## config.mk

```make
export PLATFORM = sky130hd
export DESIGN_NAME = uart_prog_loader
export DESIGN_NICKNAME = d
export VERILOG_FILES = /design/src/rtl/uart_prog_loader.sv
export SDC_FILE = /design/constraint.sdc
export NUM_CORES = 1
export LEC_CHECK = 0
export ABC_AREA = 1
export BUFFER_PORTS_ARGS = -buffer_cell sky130_fd_sc_hd__buf_2
export CORE_UTILIZATION = 60
export DETAILED_ROUTE_END_ITERATION = 7
export GPL_ROUTABILITY_DRIVEN = 1
export GPL_TIMING_DRIVEN = 0
export PLACE_DENSITY = 0.89
export SKIP_CTS_REPAIR_TIMING = 1
export SYNTH_ARGS = -nofsm -noshare
export SYNTH_HDL_FRONTEND = slang
export SYNTH_SLANG_ARGS = --single-unit
```

## constraint.sdc

```tcl
create_clock -name fpga_clk -period 7.15 [get_ports fpga_clk]
set_input_delay 1.43 -clock fpga_clk [delete_from_list [all_inputs] [get_ports fpga_clk]]
set_output_delay 1.43 -clock fpga_clk [all_outputs]
set_load 0.03 [all_outputs]
```

## src/rtl/uart_prog_loader.sv

```systemverilog
// rtl/uart_prog_loader.sv - UART program loader: 8N1 bytes -> little-endian 32-bit memory writes.
// Optional 8E1 framing when UPG_PARITY_EN is defined.
module uart_prog_loader #(
  parameter int CLKS_PER_BIT = 101,
  parameter int ADDR_W       = 14,
  parameter int WORD_COUNT   = 16384,
  parameter int IDLE_BITS    = 32
) (
  input  logic              fpga_clk,
  input  logic              fpga_rst,
  input  logic              start_pg,
  input  logic              rx,
  output logic              upg_wen,
  output logic [ADDR_W-1:0] upg_adr,
  output logic [31:0]       upg_dat,
  output logic              upg_active,
  output logic              upg_done,
  output logic              frame_err
);

  localparam int CW = $clog2(CLKS_PER_BIT + 1);
  localparam int IW = $clog2(IDLE_BITS + 1);
  localparam logic [CW-1:0]     HALF     = CW'(CLKS_PER_BIT / 2);
  localparam logic [CW-1:0]     FULL     = CW'(CLKS_PER_BIT - 1);
  localparam logic [IW-1:0]     IDLE_MAX = IW'(IDLE_BITS);
  localparam logic [ADDR_W-1:0] LAST_ADR = ADDR_W'(WORD_COUNT - 1);

  typedef enum logic [2:0] {
    S_IDLE,
    S_START,
    S_DATA,
`ifdef UPG_PARITY_EN
    S_PARITY,
`endif
    S_STOP
  } rx_state_e;

  logic rx_meta_q, rx_sync_q, rx_prev_q;
  logic st_meta_q, st_sync_q, st_prev_q;

  rx_state_e   state_q;
  logic [CW-1:0] cnt_q;
  logic [2:0]  bit_q;
  logic [7:0]  shift_q;
  logic        byte_vld_q;
  logic        byte_err_q;
`ifdef UPG_PARITY_EN
  logic        par_ok_q;
`endif

  logic              active_q, done_q, ferr_q, wen_q;
  logic [ADDR_W-1:0] adr_q;
  logic [31:0]       dat_q;
  logic [31:0]       word_q;
  logic [1:0]        idx_q;
  logic              got_q, pend_q, last_q;
  logic [CW-1:0]     icnt_q;
  logic [IW-1:0]     ibits_q;

  logic        start_edge, restart, timeout;
  logic [31:0] word_d;

  always_ff @(posedge fpga_clk or posedge fpga_rst) begin
    if (fpga_rst) begin
      rx_meta_q <= 1'b1;
      rx_sync_q <= 1'b1;
      rx_prev_q <= 1'b1;
      st_meta_q <= 1'b0;
      st_sync_q <= 1'b0;
      st_prev_q <= 1'b0;
    end else begin
      rx_meta_q <= rx;
      rx_sync_q <= rx_meta_q;
      rx_prev_q <= rx_sync_q;
      st_meta_q <= start_pg;
      st_sync_q <= st_meta_q;
      st_prev_q <= st_sync_q;
    end
  end

  always_ff @(posedge fpga_clk or posedge fpga_rst) begin
    if (fpga_rst) begin
      state_q    <= S_IDLE;
      cnt_q      <= '0;
      bit_q      <= '0;
      shift_q    <= '0;
      byte_vld_q <= 1'b0;
      byte_err_q <= 1'b0;
`ifdef UPG_PARITY_EN
      par_ok_q   <= 1'b0;
`endif
    end else begin
      byte_vld_q <= 1'b0;
      byte_err_q <= 1'b0;
      case (state_q)
        S_IDLE: begin
          if (rx_prev_q && !rx_sync_q) begin
            state_q <= S_START;
            cnt_q   <= '0;
          end
        end
        S_START: begin
          if (cnt_q == HALF) begin
            cnt_q   <= '0;
            bit_q   <= '0;
            state_q <= rx_sync_q ? S_IDLE : S_DATA;
          end else begin
            cnt_q <= cnt_q + CW'(1);
          end
        end
        S_DATA: begin
          if (cnt_q == FULL) begin
            cnt_q   <= '0;
            shift_q <= {rx_sync_q, shift_q[7:1]};
            bit_q   <= bit_q + 3'd1;
            if (bit_q == 3'd7) begin
`ifdef UPG_PARITY_EN
              state_q <= S_PARITY;
`else
              state_q <= S_STOP;
`endif
            end
          end else begin
            cnt_q <= cnt_q + CW'(1);
          end
        end
`ifdef UPG_PARITY_EN
        S_PARITY: begin
          if (cnt_q == FULL) begin
            cnt_q    <= '0;
            par_ok_q <= ~(^{shift_q, rx_sync_q});
            state_q  <= S_STOP;
          end else begin
            cnt_q <= cnt_q + CW'(1);
          end
        end
`endif
        S_STOP: begin
          if (cnt_q == FULL) begin
            cnt_q   <= '0;
            state_q <= S_IDLE;
`ifdef UPG_PARITY_EN
            if (rx_sync_q && par_ok_q) byte_vld_q <= 1'b1;
`else
            if (rx_sync_q) byte_vld_q <= 1'b1;
`endif
            else byte_err_q <= 1'b1;
          end else begin
            cnt_q <= cnt_q + CW'(1);
          end
        end
        default: state_q <= S_IDLE;
      endcase
    end
  end

  // A restart that collides with a write strobe is held one cycle so the write lands first.
  always_comb begin
    start_edge = st_sync_q & ~st_prev_q;
    restart    = (start_edge | pend_q) & ~wen_q;
    timeout    = active_q & got_q & (state_q == S_IDLE) & (ibits_q == IDLE_MAX);
    word_d     = word_q;
    case (idx_q)
      2'd0:    word_d[7:0]   = shift_q;
      2'd1:    word_d[15:8]  = shift_q;
      2'd2:    word_d[23:16] = shift_q;
      default: word_d[31:24] = shift_q;
    endcase
  end

  always_ff @(posedge fpga_clk or posedge fpga_rst) begin
    if (fpga_rst) begin
      active_q <= 1'b0;
      done_q   <= 1'b0;
      ferr_q   <= 1'b0;
      wen_q    <= 1'b0;
      adr_q    <= '0;
      dat_q    <= '0;
      word_q   <= '0;
      idx_q    <= '0;
      got_q    <= 1'b0;
      pend_q   <= 1'b0;
      last_q   <= 1'b0;
      icnt_q   <= '0;
      ibits_q  <= '0;
    end else begin
      wen_q <= 1'b0;
      if (start_edge && wen_q) pend_q <= 1'b1;
      if (restart) begin
        pend_q   <= 1'b0;
        active_q <= 1'b1;
        done_q   <= 1'b0;
        ferr_q   <= 1'b0;
        adr_q    <= '0;
        idx_q    <= '0;
        word_q   <= '0;
        got_q    <= 1'b0;
        last_q   <= 1'b0;
        icnt_q   <= '0;
        ibits_q  <= '0;
      end else begin
        if (wen_q) begin
          adr_q <= (adr_q == LAST_ADR) ? '0 : adr_q + ADDR_W'(1);
          if (last_q || adr_q == LAST_ADR) begin
            active_q <= 1'b0;
            done_q   <= 1'b1;
            last_q   <= 1'b0;
          end
        end
        if (active_q && !last_q) begin
          if (byte_err_q) ferr_q <= 1'b1;
          if (byte_vld_q) begin
            got_q <= 1'b1;
            if (idx_q == 2'd3) begin
              dat_q  <= word_d;
              wen_q  <= 1'b1;
              word_q <= '0;
              idx_q  <= '0;
            end else begin
              word_q <= word_d;
              idx_q  <= idx_q + 2'd1;
            end
          end
          if (timeout) begin
            got_q <= 1'b0;
            if (idx_q != 2'd0) begin
              dat_q  <= word_q;
              wen_q  <= 1'b1;
              last_q <= 1'b1;
              word_q <= '0;
              idx_q  <= '0;
            end else begin
              active_q <= 1'b0;
              done_q   <= 1'b1;
            end
          end
          if (state_q == S_IDLE && got_q) begin
            if (icnt_q == FULL) begin
              icnt_q <= '0;
              if (ibits_q != IDLE_MAX) ibits_q <= ibits_q + IW'(1);
            end else begin
              icnt_q <= icnt_q + CW'(1);
            end
          end else begin
            icnt_q  <= '0;
            ibits_q <= '0;
          end
        end
      end
    end
  end

  assign upg_wen    = wen_q;
  assign upg_adr    = adr_q;
  assign upg_dat    = dat_q;
  assign upg_active = active_q;
  assign upg_done   = done_q;
  assign frame_err  = ferr_q;

endmodule

```

==> out/metrics.csv, run 1 <==
stage,metric,value,unit
floorplan,die_y,110,um
timing,min_period,2.55,ns
yosys,synth_cell_types,34,
pwr,p_per_area,224,nW/um2
route,wl_per_cell,14.8,um
pwr,power.leakage,0.00416,uW
global_route,grt_pass1_wl,28.9,mm
timing,max_slew_margin,62.9,%
yosys,synth_edf_count,0,
global_route,grt_max_degree,84,
placement,port_buffers,53,
route,first_pass_iters,6,
timing,final-setup-viol-count,0,
floorplan,std_cell_rows,38,
worst_setup_path,crit_family,flip-flops,
route,wl_met2,8.37,mm
floorplan,ios,54,
placement,hpwl,11.7,mm
yosys,yosysSeqAreaShare,46.0,%
pwr,p_clk_share,50.7,%
worst_setup_path,cp_slowest_cell,dfrtp_1,
route,wl_met1,7.56,mm
pwr,p_seq_share,41.9,%
floorplan,die_area,12100,um2
route,route.detailed.drc,0,
timing,period_share,35.6,%
global_route,grt_use_total,31.4,%
global_route,grt_pass1_vias,6205,
clock_tree,cts_sinks,128,
timing,final.setup.tns,0,ns
route,drt-total-wl,17.4,mm
worst_setup_path,cp.arrival,1.12,ns
worst_setup_path,critPathLaunch,upg_wen,
pwr,p_comb_share,7.4,%
worst_setup_path,start_kind,register,
route,dr_total_vias,6607,
floorplan,start_util,62.9,%
worst_setup_path,cp_max_fo,6,
clock_tree,cts.reportedPaths.clkPinSlew,0.05,ns
hold_path,worstHoldStart,st_meta_q,
timing,max_freq,393,MHz
worst_setup_path,slowest_delay,0.45,ns
timing,rsz0062_at_grt,false,
clock_tree,cts_tree,built,
yosys,yosysWarnings,0,
placement,placed_cell_area,7440,um2
worst_setup_path,path_cells,buf_2,
yosys,synthCells,947,
timing,finalClockSkew,0.00596,ns
finish,drive_gt1_share,12.2,%
clock_tree,cts_buffers,17,
clock_tree,cts_root_buf,clkbuf_16,
timing,hold_viol,0,
route,dr.max_layer_used,met4,
pwr,p_int,1380,uW
timing,tightest_slew,0.557,ns
worst_setup_path,r2r_slack,5.01,ns
yosys,synth_seq_cells,128,
route,met3_length,1.19,mm
clock_tree,h-tree-depth,4,
flow_run,cap_violations,0,
worst_setup_path,rr_startpoint,idx_q[0],
hold_path,hold_path_class,register to register,
finish,final_cell_area,8070,um2
global_route,antenna_found_initial,0,
timing,drv_slew,0,
pwr,switchingPower,427,uW
yosys,ys.flop_type,dfrtp_1,
yosys,syn_area,6970,um2
worst_setup_path,endpoint_kind,output port,
yosys,async_reset_ff_share,100,%
floorplan,core,11100,um2
route,via_per_inst,5.63,
worst_setup_path,path_buf_inv,1,
clock_tree,clk_path_buf_depth,2,
global_route,grt_overflow,0,
pwr,peakVddDrop,0.274,mV
route,drt_iter0_markers,586,
worst_setup_path,crit_type,register to output port,
finish,fin_nets,1039,
finish,fillCellCount,814,
outcome,outcome,finished clean,
floorplan,die_w,110,um
finish,area_delta_synth_final,15.7,%
yosys,synthesis.nets,966,
placement,gp_congestion,0.896,
clock_tree,insertion_delay,0.42,ns
finish,n_antenna_cell,0,
route,antenna_left,0,
worst_setup_path,cp_data_required_time,5.72,ns
yosys,postSynthAreaPerCell,7.36,um2
pwr,swShare,23.7,%
[per-stage QoR]
step,worst slack [ns],instances,hold WS (ns),utilization [%],power [uW]
after floorplan,2.31,947,0.331,-,865
after global placement,0.907,1140,0.338,66.9,892
after detailed placement,4.87,1141,0.336,67.2,899
after CTS,4.60,1173,0.349,72.8,1810
after global routing,4.55,1173,0.361,72.8,1860
final,4.60,1173,0.347,72.8,1810
[worst paths after layout]
kind	endpoint	depth (start not counted)
min	st_sync_q	0
max	upg_wen	1
max in group asynchronous	rx_meta_q	3
max reg2reg	upg_dat[10]	7
min reg2reg	st_sync_q	0
min in group asynchronous	upg_adr[6]	2
[Yosys cell counts, types with 2 or more instances]
cell	instances	share of area, %
nand3_2	2	0.29
inv_1	97	5.2
xor2_1	4	0.50
nor2_1	37	2.0
buf_2	19	1.4
dfrtp_1	125	45
nand4_1	20	1.8
o21ai_0	96	6.9
nand2_1	347	19
o21ai_1	14	1.0
buf_1	2	0.11
o22ai_1	4	0.36
xnor2_1	6	0.75
ha_1	15	2.7
nand3_1	101	7.3
nor3_1	3	0.22
clkinv_1	3	0.16
nand2_2	3	0.27
dfstp_2	3	1.1
a21oi_1	18	1.3
nor2_8	2	0.57
clkbuf_1	10	0.54
inv_2	2	0.11
buf_6	3	0.48
nor2_2	2	0.18
[final cells by class]
type	instances	area (um2)	area share, %
plain buffers	35	181	2.25
clock buffers	22	464	5.75
clock inverters	10	159	1.97
inverters	102	388	4.81
multi-input cells	682	3200	39.7
flip-flops and latches	128	3210	39.7
well taps	140	175	2.17
repair buffers	54	293	3.63
[flip-flops by register name, summed over array words and instances (netlist names), 3 cells and up]
register and flops:
bit_q 3, cnt_q 7, ibits_q 6, icnt_q 7, shift_q 8, upg_adr 14, upg_dat 32, word_q 32
[worst reg2reg max path: stages, from the launching register on]
cell and delay (ns):
dfrtp_1 0.44, inv_1 0.13, ha_1 0.22, clkinv_1 0.28, nand3_4 0.29, clkbuf_1 0.42
nand3_1 0.17, nand3_1 0.13
[layout by cell type (no fill, tap or decap), types with 2 or more instances in the layout]
cell type,n
a21oi_1,18
buf_1,2
buf_2,72
buf_6,3
bufinv_16,4
clkbuf_1,13
clkbuf_16,17
clkbuf_8,2
clkinv_1,3
clkinv_2,3
clkinvlp_4,2
dfrtp_1,125
dfstp_2,3
ha_1,15
inv_1,96
inv_2,2
nand2_1,347
nand2_2,3
nand3_1,101
nand3_2,2
nand4_1,20
nor2_1,37
nor2_2,2
nor2_8,2
nor3_1,3
o21ai_0,96
o21ai_1,14
o22ai_1,4
xnor2_1,6
xor2_1,4
[logic make-up after synthesis]
logic type	count (synthesis)	synth area share, %
adder cells (fa/ha/maj)	15	2.69
AND/OR/NAND/NOR	521	31.9
XOR/XNOR	10	1.26
buffers and inverters	137	8.09
flip-flops	128	46.0
AO/OA/AOI/OAI	136	10.1
[power groups by stage]
stage | logic (uW) | registers (uW) | clock network (uW)
2_1_floorplan | 99.1 | 766 | 0
3_3_place_gp | 124 | 768 | 0
3_5_place_dp | 130 | 769 | 0
4_1_cts | 133 | 757 | 921
5_1_grt | 150 | 760 | 951
6_report | 133 | 758 | 915
[per-layer routing]
| layer | track usage, % | vias to the layer above |
|---|---|---|
| met5 | 0 | - |
| met4 | 11.0 | 0 |
| met3 | 6.40 | 33 |
| met2 | 51.4 | 248 |
| met1 | 41.4 | 3138 |
| li1 | - | 3188 |
No activity file was read; power rests on OpenSTA's default activity.
==> inputs of run 2 (changes only) <==
Settings changed: CORE_UTILIZATION 60 to 55, PLACE_DENSITY 0.89 to 0.86.
Clock period 7.15 ns to 2.3 ns, I/O delays scaled along.
==> run 2 against run 1 <==
Net effect: first-iteration DRC count rose by 18%; total power increased to 3.0 times the previous value; die area increased by 8.9%; register-to-register slack lost 4.8 ns; largest cell class unchanged; largest power group unchanged; highest routed layer unchanged.
==> out/metrics.csv, run 2 (synthesis results as in run 1) <==
stage,metric,value,unit,change
floorplan,die_y,115,um,+4.4%
outcome,outcome,finished clean,,
flow_run,cap_violations,0,,unchanged
worst_setup_path,cp.depth,7,,+6
worst_setup_path,crit_type,register to register,,
clock_tree,clk_path_buf_depth,2,,unchanged
hold_path,holdPathEnd,rx_meta_q,,
timing,max_slew_margin,64.8,%,+2.0 points
route,drt-total-wl,17.0,mm,-2.3%
timing,tightest_slew,0.528,ns,-0.0295 ns
worst_setup_path,endpoint_kind,register,,
floorplan,ios,54,,unchanged
global_route,grt_use_total,27.9,%,-3.5 points
finish,drive_gt1_share,12.3,%,+0.061 points
clock_tree,cts_tree,built,,
worst_setup_path,worst-r2r-cell-count,7,,unchanged
route,drt_iter0_markers,692,,+18%
worst_setup_path,cp.arrival,2.40,ns,+1.28 ns
floorplan,std_cell_rows,40,,+5.3%
clock_tree,insertion_delay,0.43,ns,about the same
worst_setup_path,r2r_slack,0.25,ns,-4.76 ns
timing,finalClockSkew,0.00588,ns,-0.0000875 ns
worst_setup_path,cp_data_required_time,2.64,ns,-3.08 ns
route,antenna_left,0,,unchanged
floorplan,start_util,57.3,%,-5.6 points
clock_tree,cts.reportedPaths.clkPinSlew,0.05,ns,about the same
route,wl_per_cell,14.1,um,-4.8%
clock_tree,cts_sinks,128,,unchanged
clock_tree,h-tree-depth,4,,unchanged
finish,final_util,66.6,%,-6.2 points
placement,gp_congestion,0.886,,-1.1%
global_route,grt_pass1_wl,28.3,mm,-2.0%
route,route.detailed.drc,0,,unchanged
global_route,grt_overflow,0,,unchanged
route,dr_total_vias,6562,,-0.68%
finish,n_antenna_cell,0,,unchanged
finish,layout_commonest_cell,nand2_1,,
timing,hold_viol,0,,unchanged
global_route,antenna_found_initial,0,,unchanged
pwr,peakVddDrop,0.387,mV,+41%
worst_setup_path,rr_startpoint,idx_q[0],,
route,via_per_inst,5.45,,-3.2%
pwr,p_per_area,671,nW/um2,+200%
hold_path,hold_path_class,primary input to register,,
worst_setup_path,path_cells,inv_1 > ha_1 > clkinv_1 > nand3_4 > nand3_2 > buf_2 > o21ai_1,,
placement,dp_cells,1171,,+2.6%
global_route,grt_pass1_vias,5998,,-3.3%
worst_setup_path,r2r_end,word_q[7],,
worst_setup_path,path_buf_inv,3,,+2
worst_setup_path,cp_slowest_cell,dfrtp_1,,
finish,area_delta_synth_final,16.2,%,
finish,layout.cells.non_filler,1204,,+2.6%
finish,fillCellCount,1015,,+25%
worst_setup_path,cp_max_fo,10,,+4
timing,min_period,2.05,ns,
timing,final-setup-viol-count,0,,unchanged
finish,mostFrequentLayoutCells,"nand2_1, dfrtp_1, nand3_1",,
timing,drv_slew,0,,unchanged
timing,max_freq,487,MHz,
finish,fin_nets,1042,,+0.29%
hold_path,worstHoldStart,rx,,
floorplan,die_w,115,um,+4.4%
timing,rsz0062_at_grt,false,,
clock_tree,cts_buffers,17,,unchanged
global_route,grt_max_degree,44,,-48%
route,first_pass_iters,6,,unchanged
floorplan,core,12200,um2,+9.8%
worst_setup_path,crit_family,buffers and inverters,,
pwr,power.leakage,0.00416,uW,+0.14%
worst_setup_path,start_kind,register,,
hold_path,whs_path_depth,1,,+1
placement,port_buffers,53,,unchanged
clock_tree,cts_root_buf,clkbuf_16,,
worst_setup_path,slowest_delay,0.43,ns,-0.02 ns
timing,period_share,89.3,%,
floorplan,die_area,13100,um2,+8.9%
placement,hpwl,11.9,mm,+1.1%
-- run 2: cell types whose count changed in the layout (fill, tap and decap cells not counted) --
cell           previous run  this run
buf_16                    1         0
clkbuf_8                  2         4
dlygate4sd3_1             0         1
clkinv_2                  3         4
clkbuf_2                  0         1
inv_6                     1         0
bufinv_16                 4         2
buf_12                    0         3
clkinvlp_4                2         1
clkinv_4                  1         0
clkbuf_1                 13        14
-- run 2: metal layers --
| layer | GRT usage (%) | routed length (um) | vias to the layer above |
|---|---|---|---|
| li1 | - | - | 3198 |
| met1 | 36.6 | 7400 | 3067 |
| met2 | 44.8 | 7920 | 254 |
| met3 | 5.61 | 1240 | 43 |
| met4 | 12.3 | 449 | 0 |
| met5 | 0 | 0 | - |
-- run 2: report_power, final --
group	leakage [uW]	switching [uW]	total, uW	internal (uW)
combinational	0.00212	301	420	120
clock	0.000288	959	2660	1700
sequential	0.00176	48.3	2360	2310
-- run 2: per-stage QoR --
step	cell area [um2]	power [uW]	hold WS, ns	setup slack [ns]	TNS (ns)
6_report	8100	5440	0.130	0.246	0
5_1_grt	8100	5620	0.127	0.105	0
4_1_cts	8090	5460	-0.0292	0.218	0
3_5_place_dp	7510	2810	0.337	0.237	0
3_3_place_gp	7450	2780	0.335	-0.534	-65.55
2_1_floorplan	6980	2690	0.331	0.261	0
-- run 2: worst max path at each step --
stage / startpoint / to / slack (ns)
floorplan: fpga_rst / bit_q[0] / 0.26
global placement: fpga_rst / cnt_q[5] / -0.53
detailed placement: idx_q[1] / upg_dat[13] / 0.24
CTS: idx_q[0] / upg_dat[7] / 0.22
global route: idx_q[0] / word_q[4] / 0.10
finish: idx_q[0] / word_q[7] / 0.25
-- run 2: layout make-up --
class,instances,area [um2],share of cell area (%)
clock inverters,6,80.1,0.988
multi-input cells,682,3200,39.5
well taps,168,210,2.59
clock buffers,26,499,6.16
flip-flops and latches,128,3210,39.6
repair buffers,57,335,4.14
inverters,102,387,4.77
plain buffers,35,183,2.25
-- run 2: worst reg2reg max path: stages (launching register included) --
cell      delay, ns
dfrtp_1        0.43
inv_1          0.13
ha_1           0.22
clkinv_1       0.29
nand3_4        0.30
nand3_2        0.17
buf_2          0.25
o21ai_1        0.17
